==> src/rtl/vend_pkg.sv <==
// Shared types and defaults for the vending payment controller.
//   state_e       : session FSM states (IDLE, PAY, SETTLE, DONE)
//   AMT_W_DEF     : default width of price / paid total / change
//   COIN_W        : width of a single coin value (1..7, 0 ignored)
//   TIMEOUT_S_DEF : default session length in seconds
//   SECS_W        : width of the seconds-remaining counter (holds 1..63)
package vend_pkg;

  typedef enum logic [1:0] {
    IDLE   = 2'd0,
    PAY    = 2'd1,
    SETTLE = 2'd2,
    DONE   = 2'd3
  } state_e;

  localparam int AMT_W_DEF     = 6;
  localparam int COIN_W        = 3;
  localparam int TIMEOUT_S_DEF = 30;
  localparam int SECS_W        = 6;

endpackage

==> src/rtl/vend_pay_ctrl_if.sv <==
// Bundle of session control, coin and result signals between the payment
// controller and its neighbours (product-select FSM, coin acceptor,
// dispenser and display).
//   master : drives start/price/coin_valid/coin_val/cancel/ack, reads results
//   slave  : the payment controller itself
interface vend_pay_ctrl_if #(
  parameter int AMT_W = vend_pkg::AMT_W_DEF
) ();

  logic                        start;
  logic [AMT_W-1:0]            price;
  logic                        coin_valid;
  logic [vend_pkg::COIN_W-1:0] coin_val;
  logic                        cancel;
  logic                        ack;
  logic                        busy;
  logic                        coin_rej;
  logic [AMT_W-1:0]            paid;
  logic [3:0]                  paid_tens;
  logic [3:0]                  paid_ones;
  logic [vend_pkg::SECS_W-1:0] secs_left;
  logic                        done;
  logic                        success;
  logic [AMT_W-1:0]            change;

  modport master (
    output start, price, coin_valid, coin_val, cancel, ack,
    input  busy, coin_rej, paid, paid_tens, paid_ones, secs_left,
           done, success, change
  );

  modport slave (
    input  start, price, coin_valid, coin_val, cancel, ack,
    output busy, coin_rej, paid, paid_tens, paid_ones, secs_left,
           done, success, change
  );

endinterface

==> src/rtl/sec_tick_gen.sv <==
// One-second tick prescaler: counts 0..TICK_DIV-1 and flags the wrap cycle.
//   clk, rst : clock, synchronous active-high reset
//   clear_i  : hold the count at 0 (count restarts from 0 once released)
//   tick_o   : high during the cycle in which the count equals TICK_DIV-1
module sec_tick_gen #(
  parameter int TICK_DIV = 100_000_000
) (
  input  logic clk,
  input  logic rst,
  input  logic clear_i,
  output logic tick_o
);

  localparam int CW = (TICK_DIV > 1) ? $clog2(TICK_DIV) : 1;
  localparam logic [CW-1:0] LAST = CW'(TICK_DIV - 1);

  logic [CW-1:0] cnt_q, cnt_d;
  logic          tick_q;

  // Next count: wrap at LAST, forced to zero while cleared.
  always_comb begin
    if (clear_i) begin
      cnt_d = {CW{1'b0}};
    end else if (cnt_q == LAST) begin
      cnt_d = {CW{1'b0}};
    end else begin
      cnt_d = cnt_q + CW'(1);
    end
  end

  // Count register; tick is decoded from the next count so it is a flop
  // that is high exactly while cnt_q sits at LAST.
  always_ff @(posedge clk) begin
    if (rst) begin
      cnt_q  <= {CW{1'b0}};
      tick_q <= (TICK_DIV == 1);
    end else begin
      cnt_q  <= cnt_d;
      tick_q <= (cnt_d == LAST);
    end
  end

  assign tick_o = tick_q;

endmodule

==> src/rtl/vend_pay_ctrl.sv <==
// Vending payment session controller: latches the price on start, accepts
// coins for TIMEOUT_S seconds (or until cancel), then settles success/change
// and holds the result until ack.
//   clk, rst : clock, synchronous active-high reset
//   bus      : vend_pay_ctrl_if.slave (start/price, coins, cancel, ack in;
//              busy, coin_rej, paid + BCD digits, secs_left, done,
//              success, change out)
// Optional build macro VEND_PAY_AUTO_SETTLE_EN: when defined, a session also
// settles as soon as the registered paid total covers the price.
module vend_pay_ctrl
  import vend_pkg::*;
#(
  parameter int TICK_DIV  = 100_000_000,
  parameter int TIMEOUT_S = TIMEOUT_S_DEF,
  parameter int AMT_W     = AMT_W_DEF
) (
  input  logic           clk,
  input  logic           rst,
  vend_pay_ctrl_if.slave bus
);

  localparam int SUM_W = AMT_W + 1;
  localparam logic [AMT_W-1:0] TEN = AMT_W'(10);

  state_e            state_q;
  logic [AMT_W-1:0]  price_q, paid_q, change_q;
  logic [SECS_W-1:0] secs_q;
  logic              busy_q, coin_rej_q, done_q, success_q;
  logic              tick_s, clear_s, coin_s, ovf_s, timeout_s, settle_req_s;
  logic [SUM_W-1:0]  sum_s;

  // Prescaler runs only while a session is collecting coins.
  assign clear_s = (state_q != PAY);

  sec_tick_gen #(
    .TICK_DIV (TICK_DIV)
  ) u_sec_tick (
    .clk     (clk),
    .rst     (rst),
    .clear_i (clear_s),
    .tick_o  (tick_s)
  );

  // Coin qualification, overflow detect and settle request.
  always_comb begin
    coin_s    = bus.coin_valid && (bus.coin_val != COIN_W'(0));
    sum_s     = {1'b0, paid_q} + SUM_W'(bus.coin_val);
    ovf_s     = sum_s[AMT_W];
    timeout_s = tick_s && (secs_q == SECS_W'(1));
`ifdef VEND_PAY_AUTO_SETTLE_EN
    settle_req_s = bus.cancel || timeout_s || (paid_q >= price_q);
`else
    settle_req_s = bus.cancel || timeout_s;
`endif
  end

  // Session FSM with all outputs registered.
  always_ff @(posedge clk) begin
    if (rst) begin
      state_q    <= IDLE;
      price_q    <= {AMT_W{1'b0}};
      paid_q     <= {AMT_W{1'b0}};
      change_q   <= {AMT_W{1'b0}};
      secs_q     <= {SECS_W{1'b0}};
      busy_q     <= 1'b0;
      coin_rej_q <= 1'b0;
      done_q     <= 1'b0;
      success_q  <= 1'b0;
    end else begin
      coin_rej_q <= 1'b0;
      case (state_q)
        IDLE: begin
          coin_rej_q <= coin_s;
          if (bus.start) begin
            state_q <= PAY;
            price_q <= bus.price;
            paid_q  <= {AMT_W{1'b0}};
            secs_q  <= SECS_W'(TIMEOUT_S);
            busy_q  <= 1'b1;
          end else begin
            state_q <= IDLE;
          end
        end
        PAY: begin
          // A coin in the terminating cycle is still counted.
          if (coin_s) begin
            if (ovf_s) begin
              coin_rej_q <= 1'b1;
            end else begin
              paid_q <= sum_s[AMT_W-1:0];
            end
          end
          if (tick_s) begin
            secs_q <= secs_q - SECS_W'(1);
          end
          if (settle_req_s) begin
            state_q <= SETTLE;
          end
        end
        SETTLE: begin
          coin_rej_q <= coin_s;
          if (paid_q >= price_q) begin
            success_q <= 1'b1;
            change_q  <= paid_q - price_q;
          end else begin
            success_q <= 1'b0;
            change_q  <= paid_q;
          end
          state_q <= DONE;
          busy_q  <= 1'b0;
          done_q  <= 1'b1;
        end
        DONE: begin
          coin_rej_q <= coin_s;
          if (bus.ack) begin
            state_q   <= IDLE;
            done_q    <= 1'b0;
            success_q <= 1'b0;
            change_q  <= {AMT_W{1'b0}};
            paid_q    <= {AMT_W{1'b0}};
          end
        end
        default: begin
          state_q <= IDLE;
        end
      endcase
    end
  end

  assign bus.busy      = busy_q;
  assign bus.coin_rej  = coin_rej_q;
  assign bus.paid      = paid_q;
  assign bus.paid_tens = 4'(paid_q / TEN);
  assign bus.paid_ones = 4'(paid_q % TEN);
  assign bus.secs_left = secs_q;
  assign bus.done      = done_q;
  assign bus.success   = success_q;
  assign bus.change    = change_q;

endmodule

==> src/flat_wrapper.sv <==
// flat-port wrapper written by rule: the top's interface ports become plain ports
module vend_pay_ctrl_flat import vend_pkg::*;
#(
  parameter int TICK_DIV  = 100_000_000,
  parameter int TIMEOUT_S = TIMEOUT_S_DEF,
  parameter int AMT_W     = AMT_W_DEF
)
  (clk, rst, bus_start, bus_price, bus_coin_valid, bus_coin_val, bus_cancel, bus_ack, bus_busy, bus_coin_rej, bus_paid, bus_paid_tens, bus_paid_ones, bus_secs_left, bus_done, bus_success, bus_change);
  vend_pay_ctrl_if #(.AMT_W(AMT_W)) bus_i ();
  input  logic clk;
  input  logic rst;
  input wire logic [$bits(bus_i.start)-1:0] bus_start;
  input wire logic [$bits(bus_i.price)-1:0] bus_price;
  input wire logic [$bits(bus_i.coin_valid)-1:0] bus_coin_valid;
  input wire logic [$bits(bus_i.coin_val)-1:0] bus_coin_val;
  input wire logic [$bits(bus_i.cancel)-1:0] bus_cancel;
  input wire logic [$bits(bus_i.ack)-1:0] bus_ack;
  output wire logic [$bits(bus_i.busy)-1:0] bus_busy;
  output wire logic [$bits(bus_i.coin_rej)-1:0] bus_coin_rej;
  output wire logic [$bits(bus_i.paid)-1:0] bus_paid;
  output wire logic [$bits(bus_i.paid_tens)-1:0] bus_paid_tens;
  output wire logic [$bits(bus_i.paid_ones)-1:0] bus_paid_ones;
  output wire logic [$bits(bus_i.secs_left)-1:0] bus_secs_left;
  output wire logic [$bits(bus_i.done)-1:0] bus_done;
  output wire logic [$bits(bus_i.success)-1:0] bus_success;
  output wire logic [$bits(bus_i.change)-1:0] bus_change;
  assign bus_i.start = bus_start;
  assign bus_i.price = bus_price;
  assign bus_i.coin_valid = bus_coin_valid;
  assign bus_i.coin_val = bus_coin_val;
  assign bus_i.cancel = bus_cancel;
  assign bus_i.ack = bus_ack;
  assign bus_busy = bus_i.busy;
  assign bus_coin_rej = bus_i.coin_rej;
  assign bus_paid = bus_i.paid;
  assign bus_paid_tens = bus_i.paid_tens;
  assign bus_paid_ones = bus_i.paid_ones;
  assign bus_secs_left = bus_i.secs_left;
  assign bus_done = bus_i.done;
  assign bus_success = bus_i.success;
  assign bus_change = bus_i.change;
  vend_pay_ctrl #(.TICK_DIV(TICK_DIV), .TIMEOUT_S(TIMEOUT_S), .AMT_W(AMT_W)) u_core (.clk(clk), .rst(rst), .bus(bus_i));
endmodule
==> config.mk <==
export PLATFORM = sky130hd
export DESIGN_NAME = vend_pay_ctrl_flat
export DESIGN_NICKNAME = d
export VERILOG_FILES = /design/src/rtl/vend_pkg.sv /design/src/rtl/vend_pay_ctrl_if.sv /design/src/rtl/sec_tick_gen.sv /design/src/rtl/vend_pay_ctrl.sv /design/src/flat_wrapper.sv
export SDC_FILE = /design/constraint.sdc
export NUM_CORES = 1
export LEC_CHECK = 0
export BUFFER_PORTS_ARGS = -buffer_cell sky130_fd_sc_hd__buf_2
export CAP_MARGIN = 5
export CORE_ASPECT_RATIO = 0.6
export CORE_MARGIN = 5
export CORE_UTILIZATION = 45
export DETAILED_ROUTE_END_ITERATION = 8
export GPL_TIMING_DRIVEN = 0
export PLACE_DENSITY = 0.72
export SLEW_MARGIN = 25
export SYNTH_ARGS = -nofsm -noshare
export SYNTH_HDL_FRONTEND = slang
export SYNTH_SLANG_ARGS = --single-unit
==> constraint.sdc <==
create_clock -name clk -period 2.6 [get_ports clk]
set_clock_uncertainty 0.1 [all_clocks]
set_input_delay 0.39 -clock clk [delete_from_list [all_inputs] [get_ports clk]]
set_output_delay 0.39 -clock clk [all_outputs]
set_load 0.01 [all_outputs]
==> out/results.ini <==
[outcome]
outcome = complete, but fails checks
violations = negative setup slack

[pwr]
pwr-share-seq_pct = 36.1
p_clk_share_pct = 35.4
power-per-cell-area_nw_per_um2 = 742
total_power_w = 0.00297
power.leakage_nw = 1.69
power_switching_w = 0.000983
swShare_pct = 33.1
internal-power_w = 0.00199
ir_drop_v = 0.000402
pwr-share-comb_pct = 28.5

[synthesis]
ys_seq_area_share_pct = 35.7
synth_largest_area_cell = dfxtp_1
synth_cell_types = 49
syn_area_um2 = 3250
netlist.area_leader.share_pct = 35.7
yosysWarnings = 0
ys_ff_latch = 58
ys.flop_type = dfxtp_1
async_reset_ff_share_pct = 0
yosys-top-cells-area = dfxtp_1, ha_1, nor2_1
syn_area_per_cell_um2 = 8.19
synth_nets = 433
synth_edf_count = 0
syn_inst = 397

[sta]
drv_slew = 0
max_freq_mhz = 362
tightest_slew_ns = 0.569
setup_ws_ns = -0.165
finalCritPeriodShare_pct = 106
rsz0062_at_grt = true
min_period_ns = 2.77
setup_violations = 1
slew_headroom_pct = 61.8
final-hold-violation-count = 0

[clock_network]
cts.sinks = 58
cts_made_buffers = 9
htree_levels = 3
clk_pin_slew_ns = 0.05
root_buffer = clkbuf_16
tritoncts = built
clock_latency_ns = 0.32
cts_max_path_buffers = 2

[job]
drv_cap = 0

[route]
route.detailed.drc = 0
detail-route-antenna-nets = 0
vias = 2995
routed_wl_um = 8210
drt_iter0_markers = 255
wl_per_cell_um = 14.8
firstDrtPassIters = 5
vias_per_cell = 5.41

[floorplan]
ios = 45
fp-row-count = 24
die-area_um2 = 9080
die_w_um = 120
core_area_um2 = 7150
initial_core_util_pct = 45.5
die_height_um = 75.8

[layout]
seq_area_um2 = 1180
drive_gt1_share_pct = 20.1
antenna_cells = 0
final_nets = 494
final_cell_mix = nor2_1, dfxtp_1, buf_2
fillers = 672
final_common_cell = nor2_1
area_growth_pct = 23.2
multi_input_area_um2 = 1980
post-route-util_pct = 56.0

[global_route]
met2_usage_pct = 24.8
grt_first_pass_wirelength_um = 13000
overflow = 0
grt_pass1_vias = 2635
grt_max_degree = 12
top_usage_layer = met1
antenna_found_initial = 0
use_met1_pct = 27.1
grt_util_met3_pct = 6.97
grt_use_total_pct = 18.4

[critical_path]
reg2reg_slack_ns = 0.10
start_kind = flop
worstPathMaxFanout = 3
crit_type = reg -> out
cp-end-kind = output port
cp.required_ns = 2.11
worst_ep_arrival_time_ns = 2.28

[placed_design]
routabilityCongestion = 0.836
hpwl_um = 6090
port_buffers = 42
pre_cts_ws_ns = -0.260

[worst_hold_path]
hp-class = in -> reg

-- power groups by stage --
stage / clock network, W / registers (W) / logic, W
finish: 0.00105 / 0.00107 / 0.000848
global route: 0.00111 / 0.00109 / 0.000959
CTS: 0.00107 / 0.00108 / 0.000811
detailed placement: 0 / 0.00109 / 0.000803
global placement: 0 / 0.00108 / 0.000784
floorplan: 0 / 0.00110 / 0.000553
-- path summary, 6_finish.rpt --
check | start | end | cells after the start
worst max-delay path | u_core.bus.paid[5] | bus_paid_ones[3] | 10
worst min-delay path | rst | u_core.state_q[0] | 2
worst max register to register | u_core.u_sec_tick.cnt_q[4] | u_core.u_sec_tick.tick_o | 6
worst min register to register | u_core.bus.change[2] | u_core.bus.change[2] | 2
-- kinds of logic after synthesis --
group | synth area share (%)
mux | 1.58
simple gates | 25.1
xor+xnor | 10.2
fa+ha+maj | 8.85
buf+inv | 5.08
other cells | 0.115
flops | 35.7
compound gates | 13.4
-- cell type report --
type / instances / area share (%)
plain buffers: 15 / 2.03
clock buffers: 13 / 6.25
clock inverters: 3 / 0.375
inverters: 25 / 2.47
multi-input cells: 297 / 49.5
flip-flops and latches: 58 / 29.4
well taps: 91 / 2.84
repair buffers: 52 / 7.22
-- stage by stage --
stage                     instance area (um^2)  hold WS, ns  std cells  TNS (ns)
after CTS                                 3910        0.154        549    -0.258
after detailed placement                  3590        0.341        530    -0.321
after global routing                      4010        0.179        554    -0.328
after global placement                    3590        0.336        530    -0.267
after floorplan                           3270        0.330        397         0
final                                     4010        0.166        554    -0.165
-- what timing repair did --
item | 4_1_cts | 5_1_grt
pin swaps | 4 | 7
hold buffers | 0 | 0
gates resized for setup | 15 | 21
setup endpoints to repair | 5 | 32
setup buffers | 4 | 6
-- registers in the layout, summed over array words and instances, names as in the netlist --
signal,cells
u_core.bus.busy,1
u_core.bus.change,6
u_core.bus.coin_rej,1
u_core.bus.done,1
u_core.bus.paid,6
u_core.bus.secs_left,6
u_core.bus.success,1
u_core.price_q,6
u_core.state_q,2
u_core.u_sec_tick.cnt_q,27
u_core.u_sec_tick.tick_o,1
-- critical path, cell delays in order (launching register included) --
cell,delay (ns)
dfxtp_4,0.36
inv_6,0.03
maj3_2,0.30
a22o_4,0.24
xnor2_2,0.18
ha_2,0.24
mux2i_1,0.17
o21ai_1,0.08
o21ai_1,0.13
a21oi_1,0.07
buf_2,0.14
-- metal layers --
metal  up-vias  wire length, um  part of all wire (%)
li1       1494                -                     -
met1      1414             4250                    52
met2        79             3380                    41
met3         8              521                   6.3
met4         0               70                  0.85
met5         -                0                     0
-- synth_stat cells, drive strengths merged, types with 8 or more instances --
cell type,count
a21oi,23
clkbuf,13
dfxtp,58
ha,19
inv,25
nand2,30
nand3,29
nor2,60
nor3,8
o21ai,16
xnor2,16
xor2,22
(Power assumes the default switching activity.)
